<file path="src/rtl/timer_ctrl_pkg.sv">
// Purpose: shared types and default timing constants for the countdown-timer UI sequencer.
// Latency: n/a (types and constants only).
// Backpressure: n/a.
package timer_ctrl_pkg;

  typedef enum logic [1:0] {
    SET   = 2'd0,
    RUN   = 2'd1,
    PAUSE = 2'd2,
    DONE  = 2'd3
  } mode_t;

  typedef enum logic {
    FLD_MIN = 1'b0,
    FLD_SEC = 1'b1
  } field_t;

  // Plain-vector state codes for the mode register, identical to mode_t.
  localparam logic [1:0] ST_SET   = SET;
  localparam logic [1:0] ST_RUN   = RUN;
  localparam logic [1:0] ST_PAUSE = PAUSE;
  localparam logic [1:0] ST_DONE  = DONE;

  localparam int HOLD_MS_DEF   = 500;
  localparam int REPEAT_MS_DEF = 100;
  localparam int ALARM_MS_DEF  = 10000;

  function automatic int max3(input int a, input int b, input int c);
    int m;
    m = (a > b) ? a : b;
    return (m > c) ? m : c;
  endfunction

endpackage

</file>
<file path="src/rtl/btn_autorepeat.sv">
// Purpose: turns a held button into a press pulse plus auto-repeat pulses paced by tick_1k.
// Latency: fire is combinational from rise/tick; the caller registers it.
// Backpressure: none; arm low suppresses firing and forgets any hold in progress.
//   clk, rst_n    : clock, synchronous active-low reset
//   level, rise   : debounced button level and its rising-edge strobe (from the caller's edge detect)
//   tick          : 1 kHz enable pulse
//   arm           : firing allowed this cycle
//   fire          : press or repeat event
module btn_autorepeat
  #(parameter int HOLD_TICKS   = 500,
    parameter int REPEAT_TICKS = 100,
    parameter int CNT_W        = 14)
  (input  logic clk,
   input  logic rst_n,
   input  logic level,
   input  logic rise,
   input  logic tick,
   input  logic arm,
   output logic fire);

  logic             active;     // a press seen while armed, still held
  logic             repeating;  // initial hold delay already served
  logic [CNT_W-1:0] cnt;        // ticks since the last press/repeat event
  logic             hit;

  always_comb begin
    hit = repeating ? (cnt == CNT_W'(REPEAT_TICKS - 1))
                    : (cnt == CNT_W'(HOLD_TICKS - 1));
  end

  // Requiring level here means a release never produces a trailing pulse.
  assign fire = arm & (rise | (active & level & tick & hit));

  always_ff @(posedge clk) begin
    if (!rst_n) begin
      active    <= 1'b0;
      repeating <= 1'b0;
      cnt       <= '0;
    end else if (!level || !arm) begin
      active    <= 1'b0;
      repeating <= 1'b0;
      cnt       <= '0;
    end else if (rise) begin
      active    <= 1'b1;
      repeating <= 1'b0;
      cnt       <= '0;
    end else if (active && tick) begin
      if (hit) begin
        repeating <= 1'b1;
        cnt       <= '0;
      end else if (cnt != '1) begin
        cnt <= cnt + CNT_W'(1);
      end
    end
  end

endmodule

</file>
<file path="src/rtl/timer_mode_ctrl.sv">
// Purpose: UI sequencer for the countdown timer: button levels -> timer command pulses, SET/RUN/PAUSE/DONE mode.
// Latency: every output registered, one clk after the causing input.
// Backpressure: none; commands are single-cycle pulses the timer core must accept.
//   clk, rst_n, tick_1k                  : clock, synchronous active-low reset, 1 kHz enable
//   btn_mode/btn_ss/btn_up/btn_down      : debounced button levels
//   minutes, seconds                     : timer readback for zero detect
//   tmr_start/stop/reset/inc_min/inc_sec : command pulses; tmr_inc = adjust direction (1 up)
//   tmr_en, field_sel, mode, alarm       : count enable, selected field, current mode, alarm
module timer_mode_ctrl
  import timer_ctrl_pkg::*;
  #(parameter int HOLD_MS   = HOLD_MS_DEF,
    parameter int REPEAT_MS = REPEAT_MS_DEF,
    parameter int ALARM_MS  = ALARM_MS_DEF)
  (input  logic       clk,
   input  logic       rst_n,
   input  logic       tick_1k,
   input  logic       btn_mode,
   input  logic       btn_ss,
   input  logic       btn_up,
   input  logic       btn_down,
   input  logic [5:0] minutes,
   input  logic [5:0] seconds,
   output logic       tmr_start,
   output logic       tmr_stop,
   output logic       tmr_reset,
   output logic       tmr_inc_min,
   output logic       tmr_inc_sec,
   output logic       tmr_inc,
   output logic       tmr_en,
   output logic       field_sel,
   output logic [1:0] mode,
   output logic       alarm);

  localparam int CNT_W = $clog2(max3(HOLD_MS, REPEAT_MS, ALARM_MS) + 1);

  logic mode_prev, ss_prev, up_prev, down_prev;
  logic mode_rise, ss_rise, up_rise, down_rise, any_rise;
  logic clear_ev, clr_lock, arm, up_fire, down_fire;
  logic time_nz, run_seen, alarm_hit;
  logic [CNT_W-1:0] alarm_cnt;

  logic [1:0] mode_nx;
  logic field_nx, start_nx, stop_nx, reset_nx, imin_nx, isec_nx, inc_nx;

  assign mode_rise = btn_mode & ~mode_prev;
  assign ss_rise   = btn_ss   & ~ss_prev;
  assign up_rise   = btn_up   & ~up_prev;
  assign down_rise = btn_down & ~down_prev;
  assign any_rise  = mode_rise | ss_rise | up_rise | down_rise;

  // Both adjust buttons down with a fresh edge on either is the clear chord.
  assign clear_ev = btn_up & btn_down & (up_rise | down_rise);
  assign time_nz  = (|minutes) | (|seconds);
  assign alarm_hit = tick_1k & (alarm_cnt == CNT_W'(ALARM_MS - 1));

  // Up/down only act in SET, and only when no higher-priority event owns the cycle;
  // a press lost to a higher-priority event never starts a repeat later.
  assign arm = (mode == ST_SET) & ~clr_lock & ~clear_ev & ~ss_rise & ~mode_rise;

  btn_autorepeat #(.HOLD_TICKS(HOLD_MS), .REPEAT_TICKS(REPEAT_MS), .CNT_W(CNT_W)) u_rpt_up (
    .clk(clk), .rst_n(rst_n), .level(btn_up), .rise(up_rise), .tick(tick_1k),
    .arm(arm), .fire(up_fire));

  btn_autorepeat #(.HOLD_TICKS(HOLD_MS), .REPEAT_TICKS(REPEAT_MS), .CNT_W(CNT_W)) u_rpt_down (
    .clk(clk), .rst_n(rst_n), .level(btn_down), .rise(down_rise), .tick(tick_1k),
    .arm(arm), .fire(down_fire));

  always_comb begin
    mode_nx  = mode;
    field_nx = field_sel;
    start_nx = 1'b0;
    stop_nx  = 1'b0;
    reset_nx = 1'b0;
    imin_nx  = 1'b0;
    isec_nx  = 1'b0;
    inc_nx   = tmr_inc;
    if (clear_ev) begin
      reset_nx = 1'b1;
      mode_nx  = ST_SET;
      field_nx = FLD_MIN;
    end else begin
      case (mode)
        ST_SET: begin
          if (ss_rise) begin
            if (time_nz) begin
              start_nx = 1'b1;
              mode_nx  = ST_RUN;
            end
          end else if (mode_rise) begin
            field_nx = ~field_sel;
          end else if (up_fire || down_fire) begin
            imin_nx = (field_sel == FLD_MIN);
            isec_nx = (field_sel == FLD_SEC);
            inc_nx  = up_fire;
          end
        end
        ST_RUN: begin
          if (ss_rise) begin
            stop_nx = 1'b1;
            mode_nx = ST_PAUSE;
          end else if (run_seen && !time_nz) begin
            // run_seen skips the first RUN cycle, before the core has counted.
            mode_nx = ST_DONE;
          end
        end
        ST_PAUSE: begin
          if (ss_rise) begin
            start_nx = 1'b1;
            mode_nx  = ST_RUN;
          end else if (mode_rise) begin
            mode_nx = ST_SET;
          end
        end
        default: begin
          if (any_rise || alarm_hit) begin
            reset_nx = 1'b1;
            mode_nx  = ST_SET;
          end
        end
      endcase
    end
  end

  always_ff @(posedge clk) begin
    if (!rst_n) begin
      mode_prev   <= 1'b0;
      ss_prev     <= 1'b0;
      up_prev     <= 1'b0;
      down_prev   <= 1'b0;
      clr_lock    <= 1'b0;
      run_seen    <= 1'b0;
      alarm_cnt   <= '0;
      mode        <= ST_SET;
      field_sel   <= FLD_MIN;
      tmr_start   <= 1'b0;
      tmr_stop    <= 1'b0;
      tmr_reset   <= 1'b0;
      tmr_inc_min <= 1'b0;
      tmr_inc_sec <= 1'b0;
      tmr_inc     <= 1'b0;
      tmr_en      <= 1'b0;
      alarm       <= 1'b0;
    end else begin
      mode_prev   <= btn_mode;
      ss_prev     <= btn_ss;
      up_prev     <= btn_up;
      down_prev   <= btn_down;
      if (clear_ev)
        clr_lock <= 1'b1;
      else if (!btn_up && !btn_down)
        clr_lock <= 1'b0;
      run_seen    <= (mode == ST_RUN);
      if (mode != ST_DONE || mode_nx != mode)
        alarm_cnt <= '0;
      else if (tick_1k && alarm_cnt != '1)
        alarm_cnt <= alarm_cnt + CNT_W'(1);
      mode        <= mode_nx;
      field_sel   <= field_nx;
      tmr_start   <= start_nx;
      tmr_stop    <= stop_nx;
      tmr_reset   <= reset_nx;
      tmr_inc_min <= imin_nx;
      tmr_inc_sec <= isec_nx;
      tmr_inc     <= inc_nx;
      tmr_en      <= (mode_nx == ST_RUN);
      alarm       <= (mode_nx == ST_DONE);
    end
  end

endmodule

</file>
<file path="config.mk">
export PLATFORM = sky130hd
export DESIGN_NAME = timer_mode_ctrl
export DESIGN_NICKNAME = d
export VERILOG_FILES = /design/src/rtl/timer_ctrl_pkg.sv /design/src/rtl/btn_autorepeat.sv /design/src/rtl/timer_mode_ctrl.sv
export SDC_FILE = /design/constraint.sdc
export NUM_CORES = 1
export LEC_CHECK = 0
export ABC_CLOCK_PERIOD_IN_PS = 3100
export CAP_MARGIN = 5
export CORE_ASPECT_RATIO = 2
export CORE_MARGIN = 2
export CORE_UTILIZATION = 58
export CTS_CLUSTER_DIAMETER = 80
export DETAILED_ROUTE_END_ITERATION = 7
export PLACE_DENSITY = 0.8
export REMOVE_ABC_BUFFERS = 1
export SYNTH_ARGS = -nofsm -noshare
export SYNTH_HDL_FRONTEND = slang
export SYNTH_HIERARCHICAL = 1
export SYNTH_SLANG_ARGS = --single-unit
export TNS_END_PERCENT = 1
</file>
<file path="constraint.sdc">
create_clock -name clk -period 3.1 [get_ports clk]
set_clock_uncertainty 0.1 [all_clocks]
set_input_delay 0.62 -clock clk [delete_from_list [all_inputs] [get_ports clk]]
set_output_delay 0.62 -clock clk [all_outputs]
set_load 0.02 [all_outputs]
</file>
After elaboration in Yosys (flattened, before gate mapping)

Index checks and enable logic that the tools add are counted.

Bits in registers: 63
Bits of input ports: 19
Output and inout port bits: 11
Logic and storage cells: 138

Add/subtract/negate cells: 3
Equal/unequal tests: 14
Multiplexer cells: 24
Bitwise logic cells: 39
Reductions and logical operators: 35

Operators by type and width:

| operator                | count |
|---|---|
| $mux W14                | 4 |
| $add A14 B1 Y14 const B | 3 |
| $ne A14 B14 Y1 const B  | 3 |
| $eq A14 B7 Y1 const B   | 2 |
| $eq A14 B9 Y1 const B   | 2 |
| $and A1 B1 Y1           | 19 |
| $reduce_or A6 Y1        | 3 |
| $mux W2                 | 8 |
| $eq A14 B14 Y1 const B  | 1 |
| $not A1 Y1              | 13 |
| $reduce_or A3 Y1        | 4 |
| $mux W1                 | 10 |
| $reduce_and A2 Y1       | 4 |
| $reduce_or A2 Y1        | 4 |
| $or A1 B1 Y1            | 7 |
| $pmux W2 S3             | 1 |
| $reduce_bool A2 Y1      | 3 |
| $logic_and A1 B1 Y1     | 5 |
| $logic_or A1 B1 Y1      | 5 |
| $reduce_and A5 Y1       | 1 |
| $eq A2 B1 Y1 const B    | 2 |
| $eq A2 B2 Y1 const B    | 2 |
| $logic_not A1 Y1        | 4 |
| $reduce_and A3 Y1       | 1 |
| 4 further kinds         | 4 |

Longest topological paths before layout

Depth after elaboration: 12
Mapped depth: 9

Hierarchy

The synthesis kept the hierarchy.

By module, submodules not included:

| module          | times used | cells each | area an instance (µm²) |
|---|---|---|---|
| btn_autorepeat  | 2          | 117        | 975.9 |
| timer_mode_ctrl | 1          | 170        | 1442.6 |

Worst setup path after synthesis

No wires, ideal clock.

Path kind: input to register
Start: input btn_ss
End: register u_rpt_down.cnt[10]
Arrival time: 2.282 ns
Data required time: 2.940 ns
Path slack: 0.659 ns
Stages on the path: 9
Path buffers: 1
Path through: nor2b_1 > nor3_1 > nand3_1 > nor2_1 > and4b_1 > buf_1 > nand2_1 > a41oi_1 > a41o_1

Longest elaborated chain between the ends: 7

Ends and longest elaborated chain:

| what                        | line                  | source |
|---|---|---|
| start: declaration          | timer_mode_ctrl.sv:18 | `input logic btn_ss,` |
| $and A1 B1 Y1               | timer_mode_ctrl.sv:46 | `assign ss_rise = btn_ss & ~ss_prev;` |
| $not A1 Y1 (no line)        | n/a                   |  |
| $and A1 B1 Y1 (2 in series) | timer_mode_ctrl.sv:58 | `assign arm = (mode == ST_SET) & ~clr_lock & ~clear_ev & ~ss_rise & ~mode_rise;` |
| via arm                     | timer_mode_ctrl.sv:38 | `logic clear_ev, clr_lock, arm, up_fire, down_fire;` |
| $logic_not A1 Y1            | btn_autorepeat.sv:39  | `end else if (!level \|\| !arm) begin` |
| $logic_or A1 B1 Y1          | btn_autorepeat.sv:39  |  |
| $reduce_or A3 Y1 (no line)  | n/a                   |  |
| end signal: assignment      | btn_autorepeat.sv:52  | `cnt <= cnt + CNT_W'(1);` |
| end: declaration            | btn_autorepeat.sv:23  | `logic [CNT_W-1:0] cnt;` |

The timed path passes the listed nets, and every way through them passes these cells.
A chain may end at the register's enable or synchronous reset.

Worst setup path after layout

Start: input btn_ss
End: register u_rpt_up.cnt[3]

Longest elaborated chain between the ends: 7

Ends and longest elaborated chain:

| what                        | line |
|---|---|
| $and A1 B1 Y1               | timer_mode_ctrl.sv:46 |
| $not A1 Y1 (no line)        | n/a |
| $and A1 B1 Y1 (2 in series) | timer_mode_ctrl.sv:58 |
| via arm                     | timer_mode_ctrl.sv:38 |
| $logic_not A1 Y1            | btn_autorepeat.sv:39 |
| $logic_or A1 B1 Y1          | btn_autorepeat.sv:39 |
| $reduce_or A3 Y1 (no line)  | n/a |
| end signal: assignment      | btn_autorepeat.sv:52 |
| end: declaration            | btn_autorepeat.sv:23 |

The timed path passes the listed nets, and every way through them passes these cells.

==> results.txt <==
Critical path origin - btn_ss
Max clock buf depth - 2
Post-DP Area - 0.00373 mm^2
TritonCTS Buffers - 9
nets - 457
final antenna-violating net count - 0
Final Routed Wirelength - 8.77 mm
yosys warns - 6
# hold bufs at CTS - 0
Root Driver - clkbuf_16
Slew Viols, Final - 0
CTS tree - yes
Critical Path RT - 3.25 ns
Yosys cell types - 58
CP endpoint - u_rpt_up/cnt[3]$_SDFFE_PP0P_
row cnt - 39
Sink Count - 63
worst-margin pin slew - 0.909 ns
CP Class - in -> reg
Max Cap Viol - 0
Synth async-reset ratio - 0
Core Area - 0.00566 mm^2
port bufs - 29
first-pass GRT wire length - 15.0 mm
Fillers - 455
RSZ-0062 raised after global routing - no
drt first pass iters - 5
setup TNS - 0 ns
Die X-Extent - 58.1 um
Setup Buffers After CTS - 0
reg2reg end - tmr_inc$_SDFFE_PN0P_
register area share after synthesis - 0.372
Avg Cell Area, Syn - 8.40 um^2
count of final hold-check violations - 0
post-cts sizing count - 0
GP Congestion - 0.907
worst r2r src - u_rpt_down/cnt[0]$_SDFFE_PP0P_
Yosys reg bits - 63
number of diodes - 0
number of global-route vias before repair - 3349
WP data arrival - 2.89 ns
area occupied by multi-input gates - 0.00199 mm^2
sequential cell area - 0.00126 mm^2
vias per cell - 6.76
Clk Latency, worst-skew pair - 0.33 ns
All-Layer GR Usage - 0.291
ys flop type - dfxtp_1
Pleak - 0.00128 uW
DR DRC count - 0
IO Pins - 30
Pwr Density - 486 mW/mm^2
Die Ht - 112 um
final global-route overflow total - 0
post-layout min period - 2.74 ns
die footprint - 0.00652 mm^2
Max rail drop VDD - 0.000596 V
design area - 0.00404 mm^2
FF-to-FF setup slack - 0.68 ns
CP startpoint kind - primary input
Post-synth EDFFs - 0
DP Wirelength - 6.27 mm
initial DRC count - 345
status - finished clean
largest net degree at the start of global routing - 15
share of cells above drive strength 1 - 0.0977
Clock Pin Slew Worst Setup and Hold Paths - 0.05 ns
max_slew headroom - 0.389
Reg2Reg Depth - 7
Final Setup Violations - 0
Synth Cell Area - 0.00339 mm^2
initial antenna violation count - 0
Routed wire per std cell - 17.5 um
CP endpoint kind - register
Layout area overhead - 18.9%
Worst Path Max Fanout - 7
Peak Freq - 365 MHz
Via Count - 3388
CTS H-tree lvls - 3
final period utilization - 0.883
Hold Path Class - reg -> reg
Post-Syn Instances - 404
starting density of the core - 0.600
-- sequential cells by signal, indices dropped and copies added (netlist names), 2 cells and up --
signal and flops:
u_rpt_down/cnt 14, u_rpt_up/cnt 14, alarm_cnt 14, mode 2
-- cell usage after synthesis (all sizes together), types with 4 or more instances --
master / n / area, um^2
a21oi: 17 / 85.1
a31oi: 14 / 87.6
and2: 9 / 56.3
and4: 10 / 90.1
buf: 11 / 82.6
clkbuf: 9 / 33.8
dfxtp: 63 / 1260
inv: 7 / 26.3
mux2i: 5 / 50.1
nand2: 36 / 135
nand2b: 4 / 25.0
nand3: 16 / 80.1
nand4: 30 / 194
nand4b: 6 / 52.6
nor2: 26 / 103
nor2b: 4 / 25.0
nor3: 18 / 90.1
nor3b: 6 / 45.0
nor4: 15 / 100
o211ai: 4 / 30.0
o21ai: 23 / 115
or3: 11 / 71.3
or4: 9 / 76.3
or4b: 4 / 47.6
-- through the flow --
step           hold slack [ns]  instances  worst slack, ns   util  total power [uW]
2_1_floorplan            0.346        384            0.549      -               891
6_report                 0.380        501            0.363  0.713              1960
3_3_place_gp             0.366        485            0.115  0.658               949
3_5_place_dp             0.374        485           0.0432  0.658               950
4_1_cts                  0.382        501            0.353  0.713              1970
5_1_grt                  0.411        501            0.185  0.713              2030
-- layer usage --
layer | GRT usage | vias to the layer above | share of wire
met3 | 0.0484 | 32 | 0.036
met4 | 0.166 | 0 | 0.042
met2 | 0.529 | 114 | 0.55
met1 | 0.300 | 1590 | 0.37
li1 | - | 1652 | -
met5 | 0 | - | 0
-- report_power, final --
part	switching [uW]	internal, uW	total (uW)
Sequential	8.44	821	830
Combinational	52.3	52.9	105
Clock	343	685	1030
Total	404	1560	1960
-- worst min path at each step --
stage | start | cells after the start | slack [ns] | to
global placement | u_rpt_up/repeating$_SDFFE_PP0P_ | 1 | 0.37 | u_rpt_up/repeating$_SDFFE_PP0P_
detailed placement | u_rpt_up/repeating$_SDFFE_PP0P_ | 1 | 0.37 | u_rpt_up/repeating$_SDFFE_PP0P_
CTS | clr_lock$_SDFFE_PN0P_ | 2 | 0.38 | clr_lock$_SDFFE_PN0P_
floorplan | u_rpt_down/repeating$_SDFFE_PP0P_ | 1 | 0.35 | u_rpt_down/repeating$_SDFFE_PP0P_
global route | u_rpt_down/cnt[11]$_SDFFE_PP0P_ | 2 | 0.41 | u_rpt_down/cnt[11]$_SDFFE_PP0P_
finish | clr_lock$_SDFFE_PN0P_ | 2 | 0.38 | clr_lock$_SDFFE_PN0P_
-- layout make-up --
class                      instances  share of cell area
multi-input combinational        314               0.493
sequential                        63               0.312
timing repair buffer              40              0.0923
clock buffer                      13              0.0669
tap                               61              0.0189
clock inverter                     3             0.00992
inverter                           7             0.00651
-- worst max-delay path, stage by stage --
cell and delay [ns]:
clkdlybuf4s50_1 0.43, nor2b_1 0.16, nor3_1 0.26, nand3_1 0.18, nor2_1 0.34, nand4b_1 0.36, or3_1 0.41, mux2i_1 0.14
-- cell usage in the layout, fill, tap and decap left out, drive strengths merged, types with 4 or more instances in the layout --
| cell | count |
|---|---|
| or4 | 9 |
| nor2 | 26 |
| and4 | 10 |
| mux2i | 5 |
| inv | 7 |
| clkbuf | 13 |
| or4b | 4 |
| nand2 | 36 |
| o211ai | 4 |
| dfxtp | 63 |
| a21oi | 17 |
| nor4 | 15 |
| nand3 | 16 |
| nand4 | 30 |
| o21ai | 23 |
| a31oi | 14 |
| clkdlybuf4s50 | 29 |
| nor2b | 4 |
| nor3b | 6 |
| nor3 | 18 |
| buf | 11 |
| nand4b | 6 |
| and2 | 9 |
| or3 | 11 |
| nand2b | 4 |
-- logic make-up (layout without fill, tap and decap cells) --
family / Yosys count / count (layout) / synth area share
AND/OR/NAND/NOR: 214 / 214 / 0.375
AO/OA/AOI/OAI: 89 / 89 / 0.178
adder cells (fa/ha/maj): 3 / 3 / 0.0111
XOR/XNOR: 3 / 3 / 0.00774
flip-flops: 63 / 63 / 0.372
buffers and inverters: 27 / 63 / 0.0420
multiplexers: 5 / 5 / 0.0147
Power figures use the tool's default switching activity.
==> variant (same flow settings) <==
The package constant `HOLD_MS_DEF` goes from 500 to 1000.
--- a/src/rtl/timer_ctrl_pkg.sv
+++ b/src/rtl/timer_ctrl_pkg.sv
@@ -22,5 +22,5 @@
   localparam logic [1:0] ST_DONE  = DONE;
 
-  localparam int HOLD_MS_DEF   = 500;
+  localparam int HOLD_MS_DEF   = 1000;
   localparam int REPEAT_MS_DEF = 100;
   localparam int ALARM_MS_DEF  = 10000;
Check against the original RTL: no difference found for any inputs over 4 cycles, from zero or initial values and one cycle with rst_n low; that may be too few to reach the edited logic, so the function may still have changed.
==> variant against the original RTL <==
Largest cell class unchanged; count of clock-buffer cells in the layout down 1; total power down 20%; sequential power is essentially flat; final area decreased by 7.5%; sequential cell count stayed put; critical path type unchanged; hold slack improved by 0.0036 ns; area after synthesis decreased by 5.2%; wire length fell by 10%; largest power group is now registers; setup slack gained 0.018 ns.
==> variant: results <==
export IMPL_finalWirelength_mm=7.860
export IMPL_grt_pass1_wl_mm=13.34
export IMPL_htreeDepth=3
export IMPL_post_cts_resized=0
export IMPL_antenna_cells=0
export IMPL_gp_congestion=0.8902
export IMPL_clock_root_buffer="clkbuf_8"
export IMPL_ys_warnings_count=6
export IMPL_yosys_top_cells_area="dfxtp_1 (39%), nand3_1 (4.4%), nand2_1 (4.2%), o21ai_0 (3.3%), nor3_1 (3.1%)"
export IMPL_async_flop_share_pct=0
export IMPL_clk_latency_ns=0.34
export IMPL_worstPathMaxFanout=11
export IMPL_io_buffers=29
export IMPL_hpwl_mm=5.823
export IMPL_clk_pin_slew_worst_paths_ns=0.07
export IMPL_largestRegisters="alarm_cnt: 14 flops, u_rpt_down/cnt: 14 flops, u_rpt_up/cnt: 14 flops"
export IMPL_synth_cell_type_count=50
export IMPL_n_fill_cell=464
export IMPL_cts_buffers=9
export IMPL_grt_max_degree=15
export IMPL_viasPerCell=6.347
export IMPL_status="finished, final reports clean"
export IMPL_synth_common_cells="dfxtp_1 (63), nand2_1 (36), nand3_1 (28)"
export IMPL_slowest_delay_ns=0.43
export IMPL_crit_family="simple AND/OR/NAND/NOR gates"
export IMPL_dr_pass1_iters=4
export IMPL_tightest_slew_ns=0.9236
export IMPL_synth_avg_cell_area_um2=8.255
export IMPL_cts_setup_buffers=0
export IMPL_drt_initial_drc_count=140
export IMPL_cts_hold_buf=0
export IMPL_synth_yosys_seq_area_share_pct=39.18
export IMPL_power_leakage_nw=1.179
export IMPL_final_nets=447
export IMPL_slowest_stage="clkdlybuf4s50_1"
export IMPL_irDropWorstVdd_mv=0.4450
export IMPL_drive_gt1_share_pct=12.33
export IMPL_grtUsageTotal_pct=27.21
export IMPL_critPathArrivalTime_ns=2.86
export IMPL_first_global_vias=3056
export IMPL_clk_path_buf_depth=2
export IMPL_antenna_found_initial=0
export IMPL_hold_path_class="flip-flop to flip-flop"
-- variant: cell types whose count changed after synthesis, sizes merged, moves of 8 or more --
cell,unedited run,this run
nand4,30,14
o41ai,3,11
a31oi,14,6
and3,2,10
nand3,16,28
-- variant: cell families after synthesis --
kind of cell | count (synthesis) | share of synthesized area [%]
AND/OR/NAND/NOR | 206 | 35.64
XOR/XNOR | 3 | 0.8163
adder cells (fa/ha/maj) | 3 | 1.166
multiplexers | 1 | 0.3109
flip-flops | 63 | 39.18
AO/OA/AOI/OAI | 89 | 18.54
buffers and inverters | 25 | 4.353
-- variant: cell type report --
class | count | area [um^2] | share of cell area (%)
multi-input combinational | 302 | 1818 | 48.66
sequential | 63 | 1261 | 33.76
timing repair buffer | 40 | 372.9 | 9.980
clock buffer | 12 | 155.1 | 4.153
tap | 60 | 75.07 | 2.009
inverter | 9 | 33.78 | 0.9042
clock inverter | 4 | 20.02 | 0.5358
-- variant: power breakdown --
group | leakage (nW) | switching (mW) | internal, mW | total (mW)
sequential | 0.510 | 0.00828 | 0.820 | 0.828
combinational | 0.573 | 0.0524 | 0.0534 | 0.106
clock | 0.0959 | 0.307 | 0.328 | 0.635
total | 1.18 | 0.368 | 1.20 | 1.57
-- variant: worst min-delay path, stage by stage, from the launching register on --
cell and delay (ns):
dfxtp_1 0.31, o21ai_0 0.06, a21oi_1 0.06
-- variant: routing by layer --
layer / wire [um] / vias up / GRT usage [%] / part of all wire, %
li1: - / 1548 / - / -
met4: 146 / 0 / 12.76 / 1.9
met2: 4534 / 50 / 51.50 / 58
met1: 3003 / 1499 / 27.30 / 38
met3: 175 / 13 / 6.235 / 2.2
met5: 0 / - / 0 / 0
-- variant: stage by stage --
step                      area [um^2]  hold slack [ns]  std cells  worst slack [ns]
after floorplan                  3113           0.3543        374            0.5922
after global placement           3561           0.3666        474           0.08810
after detailed placement         3561           0.3711        474           0.04175
after CTS                        3736           0.3816        490            0.4076
after global routing             3736           0.4379        490            0.2050
final                            3736           0.3837        490            0.3806
-- variant: final timing paths --
path | depth (start not counted) | to | startpoint | slack (ns)
min reg2reg | 2 | clr_lock | clr_lock | 0.38
min | 2 | clr_lock | clr_lock | 0.38
max | 8 | u_rpt_up/cnt[6] | btn_ss | 0.38
max reg2reg | 7 | tmr_inc_sec | u_rpt_down/cnt[10] | 0.55
